[src/rtl/mem_port_arbiter.sv]
// Shares one RAM port between instruction fetch (read-only) and the load/store unit.
// Optional round-robin arbitration on simultaneous requests: define ARB_RR_EN.
module mem_port_arbiter #(
  parameter int unsigned ADDR_W = 11,
  parameter int unsigned DATA_W = 32,
  parameter int unsigned RD_LAT = 2
) (
  input  logic              clk_i,
  input  logic              rst_i,
  input  logic              f_req_i,
  input  logic [ADDR_W-1:0] f_addr_i,
  output logic              f_ack_o,
  output logic [DATA_W-1:0] f_rdata_o,
  input  logic              m_req_i,
  input  logic              m_we_i,
  input  logic [ADDR_W-1:0] m_addr_i,
  input  logic [DATA_W-1:0] m_wdata_i,
  output logic              m_ack_o,
  output logic [DATA_W-1:0] m_rdata_o,
  output logic [ADDR_W-1:0] ram_addr_o,
  output logic [DATA_W-1:0] ram_wdata_o,
  output logic              ram_w_en_o,
  input  logic [DATA_W-1:0] ram_rdata_i,
  output logic              busy_o,
  output logic              grant_m_o
);

  localparam logic [2:0] CntLoad = 3'(RD_LAT - 1);

  typedef enum logic [1:0] {StIdle, StIssue, StWait, StAck} state_e;

  state_e            state_q, state_d;
  logic [2:0]        cnt_q, cnt_d;
  logic [ADDR_W-1:0] addr_q, addr_d;
  logic [DATA_W-1:0] wdata_q, wdata_d;
  logic              we_q, we_d;
  logic              owner_q, owner_d;
  logic [DATA_W-1:0] f_rdata_q, f_rdata_d;
  logic [DATA_W-1:0] m_rdata_q, m_rdata_d;

  logic any_req;
  logic pick_m;
  logic grant;
  logic capture;

  assign any_req = f_req_i | m_req_i;
  assign grant   = (state_q == StIdle) & any_req;
  assign capture = (state_q == StWait) & (cnt_q == 3'd0);

`ifdef ARB_RR_EN
  logic last_m_q, last_m_d;

  // On a tie the requester not served last wins; a lone request always wins.
  assign pick_m   = m_req_i & (~f_req_i | ~last_m_q);
  assign last_m_d = grant ? pick_m : last_m_q;

  always_ff @(posedge clk_i) begin
    if (rst_i) begin
      last_m_q <= 1'b0;
    end else begin
      last_m_q <= last_m_d;
    end
  end
`else
  assign pick_m = m_req_i;
`endif

  // State register
  always_ff @(posedge clk_i) begin
    if (rst_i) begin
      state_q <= StIdle;
    end else begin
      state_q <= state_d;
    end
  end

  // Next-state logic
  always_comb begin
    state_d = state_q;
    unique case (state_q)
      StIdle:  if (any_req) state_d = StIssue;
      StIssue: state_d = we_q ? StAck : StWait;
      StWait:  if (cnt_q == 3'd0) state_d = StAck;
      StAck:   state_d = StIdle;
      default: state_d = StIdle;
    endcase
  end

  // Datapath next-state: request latch, wait counter, read-data capture
  always_comb begin
    addr_d    = addr_q;
    wdata_d   = wdata_q;
    we_d      = we_q;
    owner_d   = owner_q;
    cnt_d     = cnt_q;
    f_rdata_d = f_rdata_q;
    m_rdata_d = m_rdata_q;

    if (grant) begin
      addr_d  = pick_m ? m_addr_i : f_addr_i;
      we_d    = pick_m & m_we_i;
      owner_d = pick_m;
      // Fetches never write, so the store-data latch keeps its last value.
      if (pick_m) wdata_d = m_wdata_i;
    end

    if (state_q == StIssue) begin
      cnt_d = CntLoad;
    end else if ((state_q == StWait) && (cnt_q != 3'd0)) begin
      cnt_d = cnt_q - 3'd1;
    end

    if (capture) begin
      if (owner_q) begin
        m_rdata_d = ram_rdata_i;
      end else begin
        f_rdata_d = ram_rdata_i;
      end
    end
  end

  always_ff @(posedge clk_i) begin
    if (rst_i) begin
      addr_q    <= '0;
      wdata_q   <= '0;
      we_q      <= 1'b0;
      owner_q   <= 1'b0;
      cnt_q     <= 3'd0;
      f_rdata_q <= '0;
      m_rdata_q <= '0;
    end else begin
      addr_q    <= addr_d;
      wdata_q   <= wdata_d;
      we_q      <= we_d;
      owner_q   <= owner_d;
      cnt_q     <= cnt_d;
      f_rdata_q <= f_rdata_d;
      m_rdata_q <= m_rdata_d;
    end
  end

  // Output logic
  always_comb begin
    f_ack_o    = 1'b0;
    m_ack_o    = 1'b0;
    ram_w_en_o = 1'b0;
    busy_o     = (state_q != StIdle);
    if (state_q == StIssue) ram_w_en_o = we_q;
    if (state_q == StAck) begin
      f_ack_o = ~owner_q;
      m_ack_o = owner_q;
    end
  end

  assign ram_addr_o  = addr_q;
  assign ram_wdata_o = wdata_q;
  assign grant_m_o   = owner_q;
  assign f_rdata_o   = f_rdata_q;
  assign m_rdata_o   = m_rdata_q;

endmodule
[config.mk]
export PLATFORM = sky130hd
export DESIGN_NAME = mem_port_arbiter
export DESIGN_NICKNAME = d
export VERILOG_FILES = /design/src/rtl/mem_port_arbiter.sv
export SDC_FILE = /design/constraint.sdc
export NUM_CORES = 1
export LEC_CHECK = 0
export ABC_CLOCK_PERIOD_IN_PS = 1600
export CAP_MARGIN = 20
export CORE_MARGIN = 2
export CORE_UTILIZATION = 37
export DETAILED_ROUTE_END_ITERATION = 8
export GPL_ROUTABILITY_DRIVEN = 0
export PLACE_DENSITY_LB_ADDON = 0.15
export SLEW_MARGIN = 10
export SYNTH_ARGS = -nofsm -noshare
export SYNTH_HDL_FRONTEND = slang
export SYNTH_SLANG_ARGS = --single-unit
[constraint.sdc]
create_clock -name clk_i -period 1.6 [get_ports clk_i]
set_clock_uncertainty 0.2 [all_clocks]
set_input_delay 0.32 -clock clk_i [delete_from_list [all_inputs] [get_ports clk_i]]
set_output_delay 0.32 -clock clk_i [all_outputs]
set_load 0.02 [all_outputs]
Yosys cells after proc, flatten, opt, wreduce, memory -nomap -nowiden --
Index checks and enable logic that the tools add are counted.
Storage, ports and cells: flip-flop bits (word level) 114, input port bits 91
Operators by class: add/sub/neg operators 1, equal/unequal tests 5, muxes and demuxes 10, bitwise operators 5, reduce and logical (&&, ||, !) cells 11
Operators by type and width (count):
- $mux 11 | 1
- $pmux 2 s4 | 1
- $reduce_and 2->1 | 4
- $mux 1 | 6
- $eq 2x2->1 const B | 2
- $mux 2 | 2
- $ne 2x2->1 const B | 2
- $reduce_bool 2->1 | 2
- $and 1x1->1 | 3
- $logic_not 3->1 | 1
- $reduce_bool 3->1 | 1
- $sub 3x1->3 const B | 1
- $eq 2x1->1 const B | 1
- $logic_not 2->1 | 1
- $reduce_or 2->1 | 1
- $logic_and 1x1->1 | 1
- $not 1->1 | 1
- $or 1x1->1 | 1

Logic depth before layout (Yosys ltp) --
Gate-level depths: netlist of the first run.
depth in word-level cells 4, mapped depth 8, gate-level depth less buffers 5

Worst setup path after synthesis of the first run --
OpenSTA, ideal clock, no wires.
path type register to register, start register state_q[0], end register m_rdata_q[25], in the netlist m_rdata_o[25], library setup time 133 ps, arrival 1335 ps, required time 1267 ps, slack -68 ps, cell stages (with the launch flop) 9, path buffers 3, period minus slack after synthesis 1668 ps, cell sequence dfxtp_1 > inv_1 > ha_1 > buf_6 > and4b_1 > buf_6 > buf_6 > nand2_1 > a21oi_2
On the way: word-level cells in the longest chain between the ends 3
Ends and longest elaborated chain:
- start, declared | line 32 | state_e state_q, state_d;
- start signal, assigned | line 71 | state_q <= StIdle;
- start signal, assigned | line 73 | state_q <= state_d;
- $eq 2x2->1 | line 48 | assign capture = (state_q == StWait) & (cnt_q == 3'd0);
- $and 1x1->1 | line 48
- $reduce_and 2->1 (no line)
- end signal, assigned | line 138 | m_rdata_q <= m_rdata_d;
- end, declared | line 39 | logic [DATA_W-1:0] m_rdata_q, m_rdata_d;
No other way between the ends. A chain may end at the register's enable or synchronous reset.

Final worst setup path of the first run --
start register state_q[0], end output port m_ack_o
On the way: word-level cells in the longest chain between the ends 2
Ends and longest elaborated chain:
- $eq 2x2->1 | line 149 | if (state_q == StAck) begin
- $mux 1 | line 149
- end, declared | line 18 | output logic m_ack_o,
No other way between the ends.

==> results.md, run 1 <==
- WP data arrival: 1310 ps
- CP top delay family: flip-flops
- Final hold slack: 97.63 ps
- Post-synth ARST share: 0
- Final ANT Viol Nets: 0
- Synth Cell Area: 0.004429 sq mm
- Failing checks: setup timing
- Setup TNS: -7212 ps
- Post-Syn Nets: 621
- Ant diodes: 0
- Fill count: 839
- Clock latency at the later pin of the worst-skew pair: 410 ps
- Die area: 0.01286 sq mm
- Area share of the largest cell type after synthesis: 0.5153
- Dominant synthesized flop cell: dfxtp_1
- CP Launch Type: flop
- Slew Limit Fails: 0
- First-pass iteration count of the detailed router: 4
- Least-Margin Pin Slew: 467.3 ps
- Vias after detailed routing: 4,581
- Initial Util: 0.3830
- Synth warn: 0
- RSZ-0062 raised after global routing: true
- Max clock buf depth: 2
- Fin crit period: 1833 ps
- Port Buf Inserts: 202
- Nets: 855
- Avg Cell Area, Syn: 8.469 sq um
- Pwr/cell area: 1494 mW/mm^2
- First-pass GRT wire length: 22,980 um
- P_sw: 4.293 mW
- WL final: 15,560 um
- Post-synthesis cell count: 523
- Die Wd: 113.4 um
- Crit share post-route: 1.145
- CP endpoint kind: primary output
- Antenna violations before repair: 0
- Area of the multi-input gates: 0.002823 sq mm
- Rel. slew slack: 0.6852
- Rows: 39
- Fmax: 545.7 MHz
- Layout Area Growth over Synthesis: 89.77%
- EDFF count, synth: 0
- Slowest CP cell: dfxtp_4
- Crit-path max cell delay: 390 ps
- CTS root buffer: clkbuf_16
- Worst Path Max Fanout: 4
- Crit-path cells: ha_2, and2_1, buf_2
- CTS Buf Count: 17
- Routed vias/inst: 5.018
- CP required: 1080 ps
- CTS Hold Bufs: 0
- Sequential share of the synthesized area: 0.5153
- Int Pwr: 8.269 mW
- HP Class: in2reg
- Total GRT Usage: 0.2261
- Filler-free cell count of the finished design: 913
- 1st-iter DRT viols: 277
- WP buf/inv: 1
- Max IR drop VDD: 0.0009405 V
- Yosys top cell by area: dfxtp_1
- Final setup fails: 73
- Share of cells above drive strength 1: 0.5039
- FF/Latch Area: 0.002291 sq mm
- DRC Markers: 0
- DIE HEIGHT: 113.4 um
- Outcome: finished with violations
- Sequential group share of total power: 0.287
- Worst-path clk slew: 50 ps
- Combinational share of power: 0.403
- Synth unique cells: 32
- H-tree levels: 4
- Final setup margin: -232.6 ps
- I/O pin count: 203
- Part of the power in the clock network: 0.310
- Placed cell count: 854
- Detailed Place HPWL: 8846 um
- TritonCTS clock tree: built
- Vias in the first global route: 4,652
- GRT overflow: 0
- Largest net degree at the start of global routing: 44
- Area contributors post-synth: dfxtp_1, nand2_1, a21oi_1
- Final Hold Vio Count: 0
- CTS Sinks: 114
- Leakage: 3.505 nW
- WL per Instance: 17.04 um
- FF+latch count, synth: 114
- Core Region: 0.01156 sq mm
- Switching Share: 0.3417
- Max Cap Viol: 0
- Crit path kind: reg2out
-- through the flow --
stage / util / setup WS, ps / power, mW / instance area [sq um]
3_3_place_gp: 0.5772 / -292.3 / 7.047 / 6675
4_1_cts: 0.6976 / -220.0 / 11.86 / 8068
3_5_place_dp: 0.5772 / -323.3 / 7.131 / 6675
6_report: 0.7268 / -232.6 / 12.56 / 8406
5_1_grt: 0.7268 / -257.9 / 13.12 / 8406
2_1_floorplan: - / 4.194 / 5.511 / 4433
-- metal layers --
layer  routed length, um  vias up  track usage
met5                   0        -            0
li1                    -     2190            -
met1                6038     2187       0.2494
met4                 328        0      0.08618
met2                8108      175       0.3980
met3                1082       29      0.08236
-- area by class of cell --
type / count / area share
Multi-Input combinational cell: 364 / 0.3358
Timing Repair Buffer: 255 / 0.2944
Sequential cell: 114 / 0.2726
Clock buffer: 22 / 0.05761
Tap cell: 143 / 0.02129
Clock inverter: 10 / 0.01548
Inverter: 5 / 0.002828
-- logic make-up (layout without fill, tap and decap cells) --
group           count (synthesis)  count (layout)  synth area share
buf+inv                        45             292           0.06102
fa+ha+maj                       7               7           0.01977
flops                         114             114            0.5153
compound gates                117             117            0.1653
simple gates                  227             227            0.2093
mux                            13              13           0.02938
-- placed cells by master (no fill, tap or decap), types with 3 or more instances in the layout --
cell type          n
buf_4             18
clkinv_2           5
buf_6             17
nor2_1            15
mux2i_1           12
a211oi_1          10
clkdlybuf4s50_1   89
nand2_2           18
ha_4               4
a21oi_2           83
inv_2              3
nand2_1          106
dfxtp_1          111
a211oi_2           3
buf_12            10
buf_16             5
nand2_4           70
clkbuf_2          58
clkbuf_16         21
nand2b_1           3
buf_8              3
bufinv_16          3
a21oi_1           15
clkdlybuf4s15_1   12
clkdlybuf4s15_2   27
buf_2             12
clkbuf_8           4
-- state kept, by name, indices dropped and copies added, names as in the netlist --
signal	flops
cnt_q	3
m_rdata_o	32
ram_wdata_o	32
state_q	2
grant_m_o	1
we_q	1
f_rdata_o	32
ram_addr_o	11
-- worst reg2reg max path, cell delays in order (launching register included) --
cell and delay, ps:
dfxtp_4 390, inv_4 50, buf_6 120, buf_4 130
ha_1 210, nand2b_1 180, a2111oi_4 300, a211oi_2 80
-- final timing paths --
kind | cells past startpoint | from | end | slack (ps)
setup / recovery | 3 | state_q[0] | m_ack_o | -230
setup reg to reg | 7 | state_q[0] | state_q[0] | -180
hold reg to reg | 2 | m_rdata_o[14] | m_rdata_o[14] | 260
hold / removal | 2 | rst_i | ram_wdata_o[28] | 100
-- power by group through the flow --
stage,clock network [mW],logic (mW),registers [mW]
2_1_floorplan,0,1.49,4.02
3_5_place_dp,0,3.55,3.58
3_3_place_gp,0,3.49,3.55
4_1_cts,3.95,4.36,3.56
6_report,3.90,5.06,3.60
5_1_grt,4.09,5.38,3.66
-- synth_stat cells, types with 2 or more instances --
cell type and n:
a21oi_1 72, buf_1 3, nand2_1 194, buf_6 8
nor3_1 2, inv_1 5, mux2i_1 13, buf_2 15
nand2b_1 3, and2_1 3, a21oi_2 27, ha_1 7
dfxtp_1 114, a211oi_1 13, buf_4 6, clkbuf_1 8
nor2_1 15
-- timing repair --
action	CTS	global route
pin swaps	49	89
resized for setup	403	234
cloned	10	6
setup buffers	14	3
setup endpoints to repair	225	175
Note: power is estimated with default switching activity, not from simulation.
==> run 2, diff against run 1 <==
Settings changed: SKIP_CTS_REPAIR_TIMING set to 1.
==> results.md, run 2 (synthesis gave the netlist of run 1 again) <==
- CP endpoint kind: primary output
- Ant diodes: 0
- Outcome: finished with violations
- WHS Path Cells: 2
- R2r startpoint: state_q[0]
- TritonCTS clock tree: built
- GRT overflow: 0
- WP data arrival: 1320 ps
- I/O pin count: 203
- Leakage: 5.126 nW
- CP Launch Type: flop
- WHS Endpoint: ram_wdata_o[11]
- Final Hold Vio Count: 0
- R2R Setup Slk: -210 ps
- Crit path kind: reg2out
- Core Region: 0.01156 sq mm
- Slew Limit Fails: 0
- Crit share post-route: 1.151
- Worst Path Max Fanout: 4
- Die Wd: 113.4 um
- DIE HEIGHT: 113.4 um
- WL per Instance: 17.44 um
- Rel. slew slack: 0.7267
- Least-Margin Pin Slew: 405.6 ps
- Fmax: 543.2 MHz
- 1st-iter DRT viols: 215
- Rows: 39
- Reg-to-reg endpoint: m_rdata_o[25]
- Initial Util: 0.3830
- RSZ-0062 raised after global routing: true
- Detailed Place HPWL: 8846 um
- Worst-path clk slew: 50 ps
- Vias in the first global route: 4,367
- Nets: 846
- CP required: 1080 ps
- H-tree levels: 4
- Max IR drop VDD: 0.0009237 V
- Max clock buf depth: 2
- Largest net degree at the start of global routing: 44
- Area post-placement: 0.006675 sq mm
- CTS Buf Count: 17
- Tot Pwr: 12.21 mW
- DP Worst Slack: -323.3 ps
- Share of cells above drive strength 1: 0.3469
- First-pass GRT wire length: 20,700 um
- First-pass iteration count of the detailed router: 4
- Most frequent cells in the layout: dfxtp_1, nand2_1, dlymetal6s2s_1
- Final ANT Viol Nets: 0
- CTS root buffer: clkbuf_16
- Cell count of the worst reg-to-reg path: 8
- HP Class: in2reg
- CTS Sinks: 114
- Die area: 0.01286 sq mm
- Port Buf Inserts: 202
- Pwr/cell area: 1401 mW/mm^2
- Final setup margin: -241.0 ps
- Final setup fails: 69
- HP Start: rst_i
- Failing checks: setup timing
- Clock latency at the later pin of the worst-skew pair: 410 ps
- Layout Area Growth over Synthesis: 96.78%
- Commonest non-fill, non-tap cell in the layout: dfxtp_1
- Max Cap Viol: 0
- DRC Markers: 0
- Routed vias/inst: 5.018
- Fin crit period: 1841 ps
- Vias after detailed routing: 4,536
- Total GRT Usage: 0.2004
- WL final: 15,760 um
- Antenna violations before repair: 0
- Design Area, Final: 0.008716 sq mm
[run 2: cell count changes in the layout (fill, tap and decap cells not counted), sizes merged]
cell,change
clkdlybuf4s15,-39
clkbuf,-48
dlymetal6s2s,+103
buf,-25
[run 2: worst max path at each step]
stage	from	depth (start not counted)	endpoint
2_1_floorplan	state_q[1]	5	state_q[0]
3_3_place_gp	state_q[1]	4	ram_w_en_o
3_5_place_dp	state_q[1]	4	ram_w_en_o
4_1_cts	state_q[1]	4	ram_w_en_o
5_1_grt	state_q[1]	4	ram_w_en_o
6_report	state_q[1]	4	m_ack_o
[run 2: per-layer routing]
layer | track usage | vias up | routed length (um)
met5 | 0 | - | 0
met4 | 0.08537 | 0 | 306
met3 | 0.07333 | 23 | 1143
met2 | 0.3385 | 163 | 8314
met1 | 0.2290 | 2182 | 5999
li1 | - | 2168 | -
[run 2: layout make-up]
cell class                 count  area, sq um
fill                         790         2849
multi-input combinational    364         2684
sequential                   114         2290
clock inverter                10        130.1
tap                          143        178.9
clock buffer                  22        484.2
inverter                       5        23.77
timing repair buffer         246         2925
[run 2: power by group]
part           internal, mW  total (mW)  switching (mW)
clock                  2.60        3.91            1.31
combinational          2.26        4.71            2.45
sequential             3.29        3.59           0.299
[run 2: critical path, cell delays in order, from the launching register on]
cell	delay, ps
dfxtp_4	360
buf_6	130
ha_4	150
and2_4	150
buf_6	120
[run 2: metrics by stage]
| step | setup TNS, ps | std cells | utilization | hold slack [ps] |
|---|---|---|---|---|
| global placement | -10960 | 854 | 0.5772 | 241.0 |
| CTS | -46400 | 886 | 0.6303 | 66.29 |
| floorplan | 0 | 523 | - | 256.0 |
| detailed placement | -16210 | 854 | 0.5772 | 245.6 |
| finish | -9702 | 904 | 0.7537 | 83.55 |
| global route | -13420 | 904 | 0.7537 | 83.68 |
